### config.mk
export PLATFORM = sky130hd
export DESIGN_NAME = vga_fb_reader_flat
export DESIGN_NICKNAME = d
export VERILOG_FILES = /design/src/rtl/vga_fb_reader_if.sv /design/src/rtl/vga_fb_reader.sv /design/src/flat_wrapper.sv
export SDC_FILE = /design/constraint.sdc
export NUM_CORES = 1
export LEC_CHECK = 0
export CAP_MARGIN = 20
export CORE_ASPECT_RATIO = 0.75
export CORE_MARGIN = 5
export CORE_UTILIZATION = 51
export CTS_CLUSTER_DIAMETER = 30
export DETAILED_ROUTE_END_ITERATION = 8
export GPL_TIMING_DRIVEN = 0
export PLACE_DENSITY = 0.91
export REMOVE_ABC_BUFFERS = 1
export SKIP_LAST_GASP = 1
export SLEW_MARGIN = 10
export SYNTH_ARGS = -nofsm -noshare
export SYNTH_HDL_FRONTEND = slang
export SYNTH_SLANG_ARGS = --single-unit
### constraint.sdc
create_clock -name clk -period 5.85 [get_ports clk]
set_input_delay 0.585 -clock clk [delete_from_list [all_inputs] [get_ports clk]]
set_output_delay 0.585 -clock clk [all_outputs]
set_load 0.03 [all_outputs]
### src/rtl/vga_fb_reader_if.sv
// Framebuffer read port and bank-swap handshake shared by the VGA reader,
// the framebuffer RAM and the frame writer.
interface vga_fb_reader_if;
  logic [15:0] fb_addr;
  logic        fb_en;
  logic [7:0]  fb_rdata;
  logic        swap_req;
  logic        swap_ack;
  logic        back_bank;

  modport master (
    output fb_addr,
    output fb_en,
    input  fb_rdata,
    input  swap_req,
    output swap_ack,
    output back_bank
  );

  modport slave (
    input  fb_addr,
    input  fb_en,
    output fb_rdata,
    output swap_req,
    input  swap_ack,
    input  back_bank
  );
endinterface

### src/rtl/vga_fb_reader.sv
// Double-buffered framebuffer reader: runs 3 pixels ahead of the VGA driver,
// fetches RGB332 from the displayed bank and expands it to 24-bit colour.
module vga_fb_reader #(
  parameter int FB_W     = 160,
  parameter int FB_H     = 120,
  parameter int SCALE_SH = 2,
  parameter int SCREEN_X = 640,
  parameter int SCREEN_Y = 480,
  parameter int H_LAST   = 840,
  parameter int V_LAST   = 500
) (
  input  logic            clk,
  input  logic            rst,
  input  logic [10:0]     posX,
  input  logic [10:0]     posY,
  input  logic            pattern_en,
  output logic [23:0]     pixelIn,
  vga_fb_reader_if.master fb
);

  localparam logic [11:0] H_WRAP   = 12'(H_LAST + 1);
  localparam logic [10:0] V_END    = 11'(V_LAST);
  localparam logic [10:0] VIS_X    = 11'(SCREEN_X);
  localparam logic [10:0] VIS_Y    = 11'(SCREEN_Y);
  localparam logic [15:0] BANK_OFF = 16'(FB_W * FB_H);

  logic        front;
  logic [11:0] tx_ahead;
  logic [10:0] tx;
  logic [10:0] ty;
  logic        target_vis;
  logic        fetch;
  logic [15:0] row;
  logic [15:0] col;
  logic [15:0] addr_next;
  logic        swap_event;

  logic        s0_vis;
  logic        s0_pat;
  logic [2:0]  s0_bar;
  logic        s1_vis;
  logic        s1_pat;
  logic [2:0]  s1_bar;

  function automatic logic [23:0] bar_colour(input logic [2:0] sel);
    case (sel)
      3'd0:    bar_colour = 24'hFFFFFF;
      3'd1:    bar_colour = 24'hFFFF00;
      3'd2:    bar_colour = 24'h00FFFF;
      3'd3:    bar_colour = 24'h00FF00;
      3'd4:    bar_colour = 24'hFF00FF;
      default: bar_colour = 24'h000000;
    endcase
  endfunction

  // Replicate the high bits so full-scale RGB332 maps to full-scale 8-bit.
  function automatic logic [23:0] expand332(input logic [7:0] d);
    expand332 = {d[7:5], d[7:5], d[7:6],
                 d[4:2], d[4:2], d[4:3],
                 {4{d[1:0]}}};
  endfunction

  // Target pixel is 3 columns ahead; wrapping past H_LAST moves to the next row.
  always_comb begin
    tx_ahead = {1'b0, posX} + 12'd3;
    tx       = tx_ahead[10:0];
    ty       = posY;
    if (tx_ahead >= H_WRAP) begin
      tx = 11'(tx_ahead - H_WRAP);
      ty = (posY == V_END) ? 11'd0 : posY + 11'd1;
    end
    target_vis = (tx < VIS_X) && (ty < VIS_Y);
    fetch      = target_vis && !pattern_en;
    row        = 16'(ty >> SCALE_SH);
    col        = 16'(tx >> SCALE_SH);
    addr_next  = (front ? BANK_OFF : 16'd0) + (row << 7) + (row << 5) + col;
    swap_event = (posX == 11'd0) && (posY == VIS_Y);
  end

  assign fb.back_bank = ~front;

  always_ff @(posedge clk) begin
    if (rst) begin
      front       <= 1'b0;
      fb.fb_en    <= 1'b0;
      fb.fb_addr  <= 16'd0;
      fb.swap_ack <= 1'b0;
      s0_vis      <= 1'b0;
      s0_pat      <= 1'b0;
      s0_bar      <= 3'd0;
      s1_vis      <= 1'b0;
      s1_pat      <= 1'b0;
      s1_bar      <= 3'd0;
      pixelIn     <= 24'h000000;
    end else begin
      fb.fb_en <= fetch;
      if (fetch) begin
        fb.fb_addr <= addr_next;
      end
      s0_vis <= target_vis;
      s0_pat <= pattern_en;
      s0_bar <= tx[9:7];
      s1_vis <= s0_vis;
      s1_pat <= s0_pat;
      s1_bar <= s0_bar;

      // fb_rdata lines up with the S1 side-band flags here.
      if (!s1_vis) begin
        pixelIn <= 24'h000000;
      end else if (s1_pat) begin
        pixelIn <= bar_colour(s1_bar);
      end else begin
        pixelIn <= expand332(fb.fb_rdata);
      end

      fb.swap_ack <= swap_event && fb.swap_req;
      if (swap_event && fb.swap_req) begin
        front <= ~front;
      end
    end
  end

endmodule

### src/flat_wrapper.sv
// flat-port wrapper written by rule: the top's interface ports become plain ports
module vga_fb_reader_flat 
#(
  parameter int FB_W     = 160,
  parameter int FB_H     = 120,
  parameter int SCALE_SH = 2,
  parameter int SCREEN_X = 640,
  parameter int SCREEN_Y = 480,
  parameter int H_LAST   = 840,
  parameter int V_LAST   = 500
)
  (clk, rst, posX, posY, pattern_en, pixelIn, fb_fb_addr, fb_fb_en, fb_fb_rdata, fb_swap_req, fb_swap_ack, fb_back_bank);
  vga_fb_reader_if fb_i ();
  input  logic clk;
  input  logic rst;
  input  logic [10:0] posX;
  input  logic [10:0] posY;
  input  logic pattern_en;
  output logic [23:0] pixelIn;
  output wire logic [$bits(fb_i.fb_addr)-1:0] fb_fb_addr;
  output wire logic [$bits(fb_i.fb_en)-1:0] fb_fb_en;
  input wire logic [$bits(fb_i.fb_rdata)-1:0] fb_fb_rdata;
  input wire logic [$bits(fb_i.swap_req)-1:0] fb_swap_req;
  output wire logic [$bits(fb_i.swap_ack)-1:0] fb_swap_ack;
  output wire logic [$bits(fb_i.back_bank)-1:0] fb_back_bank;
  assign fb_fb_addr = fb_i.fb_addr;
  assign fb_fb_en = fb_i.fb_en;
  assign fb_i.fb_rdata = fb_fb_rdata;
  assign fb_i.swap_req = fb_swap_req;
  assign fb_swap_ack = fb_i.swap_ack;
  assign fb_back_bank = fb_i.back_bank;
  vga_fb_reader #(.FB_W(FB_W), .FB_H(FB_H), .SCALE_SH(SCALE_SH), .SCREEN_X(SCREEN_X), .SCREEN_Y(SCREEN_Y), .H_LAST(H_LAST), .V_LAST(V_LAST)) u_core (.clk(clk), .rst(rst), .posX(posX), .posY(posY), .pattern_en(pattern_en), .pixelIn(pixelIn), .fb(fb_i));
endmodule
==> summary.md <==
| Metric | Value |
|---|---|
| Total CTS buffers | 5 |
| Register area | 741 µm² |
| Vias in the first global route | 3191 |
| WL final | 9.57 mm |
| Internal power | 473 µW |
| GRT Resource Usage Total | 23.4% |
| Clock Tree Buf Depth | 2 |
| Tightest Hold Check Type | register to register |
| Worst path slowest cell | fa_1 |
| Worst VDD drop | 0.128 mV |
| Setup violations, final | 0 |
| Total power | 747 µW |
| Drt via density | 6.10 |
| Asr flop ratio synth | 0% |
| Cells after Synth | 410 |
| Fmax | 181 MHz |
| RD Place Congestion | 0.926 |
| Yosys reg bits | 37 |
| Skew-Pair Late Insertion Delay | 290 ps |
| Post-synthesis cell type count | 66 |
| Fillers | 502 |
| Post-Synth Adder-Cell Area | 12.9% |
| Non-Filler Cell Area, Final | 4240 µm² |
| DR pass1 iterations | 5 |
| Final Hold Fails | 0 |
| Layout cells sized above 1 | 12.0% |
| CP bufs+invs | 3 |
| Remaining antenna violation count | 0 |
| Simple-gate area share of the yosys netlist | 22.9% |
| RSZ-0062 raised after global routing | no |
| Finished Layout Cells | 549 |
| Synth Area in XOR/XNOR | 8.15% |
| First-pass GRT wire length | 15.5 mm |
| CP Capture Type | register |
| Slew margin rel. | 32.5% |
| Clk sink count | 37 |
| Worst-Margin Slew | 985 ps |
| Syn avg cell area | 8.12 µm² |
| Synth warnings | 0 |
| Required time worst endpoint | 6050 ps |
| CP Depth | 24 |
| Final worst path period need | 5530 ps |
| Final hold slack | 442 ps |
| Setup Skew | 4.76 ps |
| Logic pwr share | 39.0% |
| Cell Area, Placed | 3990 µm² |
| HPWL Detailed | 7.27 mm |
| Via total after detailed routing | 3349 |
| Pleak | 1.70 nW |
| Die width | 103 µm |
| Post-synthesis compound-gate area fraction | 22.2% |
| Fin worst setup slack | 319 ps |
| Crit path largest cell delay | 530 ps |
| Buffers on Ports | 76 |
| Number of synthesized flops with an enable pin | 0 |
| Pwr per Cell Area | 176 nW/µm² |
| Fin Setup TNS | 0 ps |
| Critical-path maximum fanout | 13 |
| Remaining global-route overflow | 0 |
| Clock transition at path regs | 80 ps |
| CP Launch Type | input port |
| P&R area growth vs syn | 27.3% |
| Inst Count DP | 534 |
| Clk network pwr share | 25.2% |
| Post-route DRC | 0 |
| Part of the power in registers | 35.8% |
| Diode count | 0 |
| Core ar. | 6320 µm² |
| DR iter-0 viols | 277 |
| Final period utilization | 94.6% |
| Combinational family with the most area after synthesis | simple AND/OR/NAND/NOR gates |
| Switching Share | 36.7% |
| Final #Nets | 533 |
| Setup slack at placement | -1190 ps |
| TritonCTS clock tree | yes |
| H-tree levels | 2 |
| Worst Path Arrival | 5730 ps |
| Sequential fraction of the synthesis area | 22.2% |
| Largest net degree at the start of global routing | 31 |
| Switching pwr | 274 µW |
| Drt wl/cell | 17.4 µm |
| MaxCap Viol Count | 0 |
| Die ar. | 8260 µm² |
| Cell area after synthesis | 3330 µm² |
| Setup CP Type | input port to register |
| Crit path cell chain | clkbuf_2 > inv_1 > ha_2 > and3b_2 > o21ai_0 > a32oi_1 > a2bb2oi_2 > o21a_4 > nor2_2 > nand2_1 > xnor2_2 > fa_1 > fa_1 > inv_1 > fa_1 > nor2b_1 > o21ai_0 > a21boi_1 > o21ai_0 > nand2_1 > a31oi_1 > xor2_1 > xnor2_1 > a211oi_1 |
| IO Pins | 77 |
| Hold Crit Depth | 1 |
| Rows | 25 |
| Multi-input logic area | 2410 µm² |
| Final Max Tran Viols | 0 |
| Initial antenna violation count | 0 |
| Delay-heaviest family, CP | compound AO/OA/AOI/OAI gates |
| Worst r2r path cells | 12 |
| Initial core utilization | 52.7% |
| Die height | 80.0 µm |
| CTS Root Cell | clkbuf_8 |
| Final Util | 67.1% |
| Predominant post-synthesis flop cell | dfxtp_1 |
| Multiplexer area fraction after synthesis | 2.93% |
| Status | finished clean |
## cell type report
class | instances | share of cell area [%]
multi-input cells | 320 | 56.9
repair buffers | 84 | 19.5
flip-flops and latches | 37 | 17.5
well taps | 81 | 2.39
inverters | 19 | 1.68
clock buffers | 5 | 1.62
clock inverters | 3 | 0.502
## cells in the final DEF (no fill, tap or decap), drive strengths merged, types with 3 or more instances in the layout
cell	synthesis	layout
clkdlybuf4s50	0	69
dfxtp	37	37
nand2	33	33
a21oi	31	31
ha	28	28
xnor2	23	23
nor2	22	22
o21ai	22	22
inv	18	19
nand4	14	14
nor3	13	13
o31ai	12	12
nor2b	11	11
nand3	11	11
clkbuf	9	9
and2	8	8
xor2	8	8
a31oi	8	8
buf	24	8
mux2	6	6
a211oi	6	6
nor4	6	6
a21o	5	5
or4	5	5
and3	5	5
fa	4	4
a31o	3	3
mux2i	3	3
## layer usage
layer / routed length, µm / GRT usage, %
met4: 169 / 5.95
met5: 0 / 0
met1: 4090 / 32.0
met2: 4570 / 37.7
met3: 746 / 4.37
## cell families (layout without fill, tap and decap cells)
group / count (synthesis) / in the layout
xor gates and xnor gates: 31 / 31
AOI/OAI and AO/OA: 107 / 107
DFF: 37 / 37
muxes: 9 / 9
adders and majority gates: 32 / 32
and+or+nand+nor: 141 / 141
buffers and inverters: 53 / 111
## state kept, by name, summed over array words and instances, names as in the netlist
register	flops
u_core.fb.fb_addr	16
u_core.fb.fb_en	1
u_core.fb.swap_ack	1
u_core.front	1
u_core.pixelIn	8
u_core.s0_bar	3
u_core.s0_pat	1
u_core.s0_vis	1
u_core.s1_bar	3
u_core.s1_pat	1
u_core.s1_vis	1
## Yosys cell counts (5+ instances only)
library cell,number,area (µm²)
nor2_1,22,82.6
nand2_1,33,124
inv_1,18,67.6
and2_1,8,50.1
o21ai_0,19,95.1
dfxtp_1,37,741
and3_1,5,31.3
nand4_1,14,87.6
xor2_1,8,70.1
nor4_1,5,31.3
a21oi_1,31,155
buf_4,18,135
a21o_1,5,37.5
ha_1,28,350
xnor2_1,23,201
nor2b_1,11,68.8
nor3_1,12,60.1
clkbuf_1,9,33.8
buf_2,5,25.0
nand3_1,10,50.1
a31oi_1,8,50.1
o31ai_1,12,90.1
mux2_2,5,56.3
## worst reg2reg max path, delay by kind of cell, from the launching register on
family | cells | cell delay [ps]
DFF | 1 | 500
xor gates and xnor gates | 2 | 290
adders and majority gates | 3 | 940
AOI/OAI and AO/OA | 5 | 1010
and+or+nand+nor | 2 | 240
## repair_timing
| item | 4_1_cts | 5_1_grt |
|---|---|---|
| setup endpoints to repair | 6 | 3 |
| hold buffers | 0 | 0 |
| setup buffers | 4 | 2 |
| pin swaps | 2 | 4 |
| resized for setup | 21 | 15 |
## power by group through the flow
stage	sequential (mW)	clock (mW)	combinational [mW]
global route	0.269	0.202	0.319
detailed placement	0.273	0	0.270
CTS	0.267	0.190	0.282
finish	0.268	0.188	0.291
global placement	0.272	0	0.259
floorplan	0.285	0	0.162
## final timing paths
| path | startpoint | slack, ps | to |
|---|---|---|---|
| setup reg to reg | u_core.front | 2780 | u_core.fb.fb_addr[15] |
| hold reg to reg | u_core.s0_pat | 440 | u_core.s1_pat |
| hold / removal | u_core.s0_pat | 440 | u_core.s1_pat |
| setup / recovery | posX[0] | 320 | u_core.fb.fb_addr[15] |
Note: power is estimated with default switching activity, not from simulation.
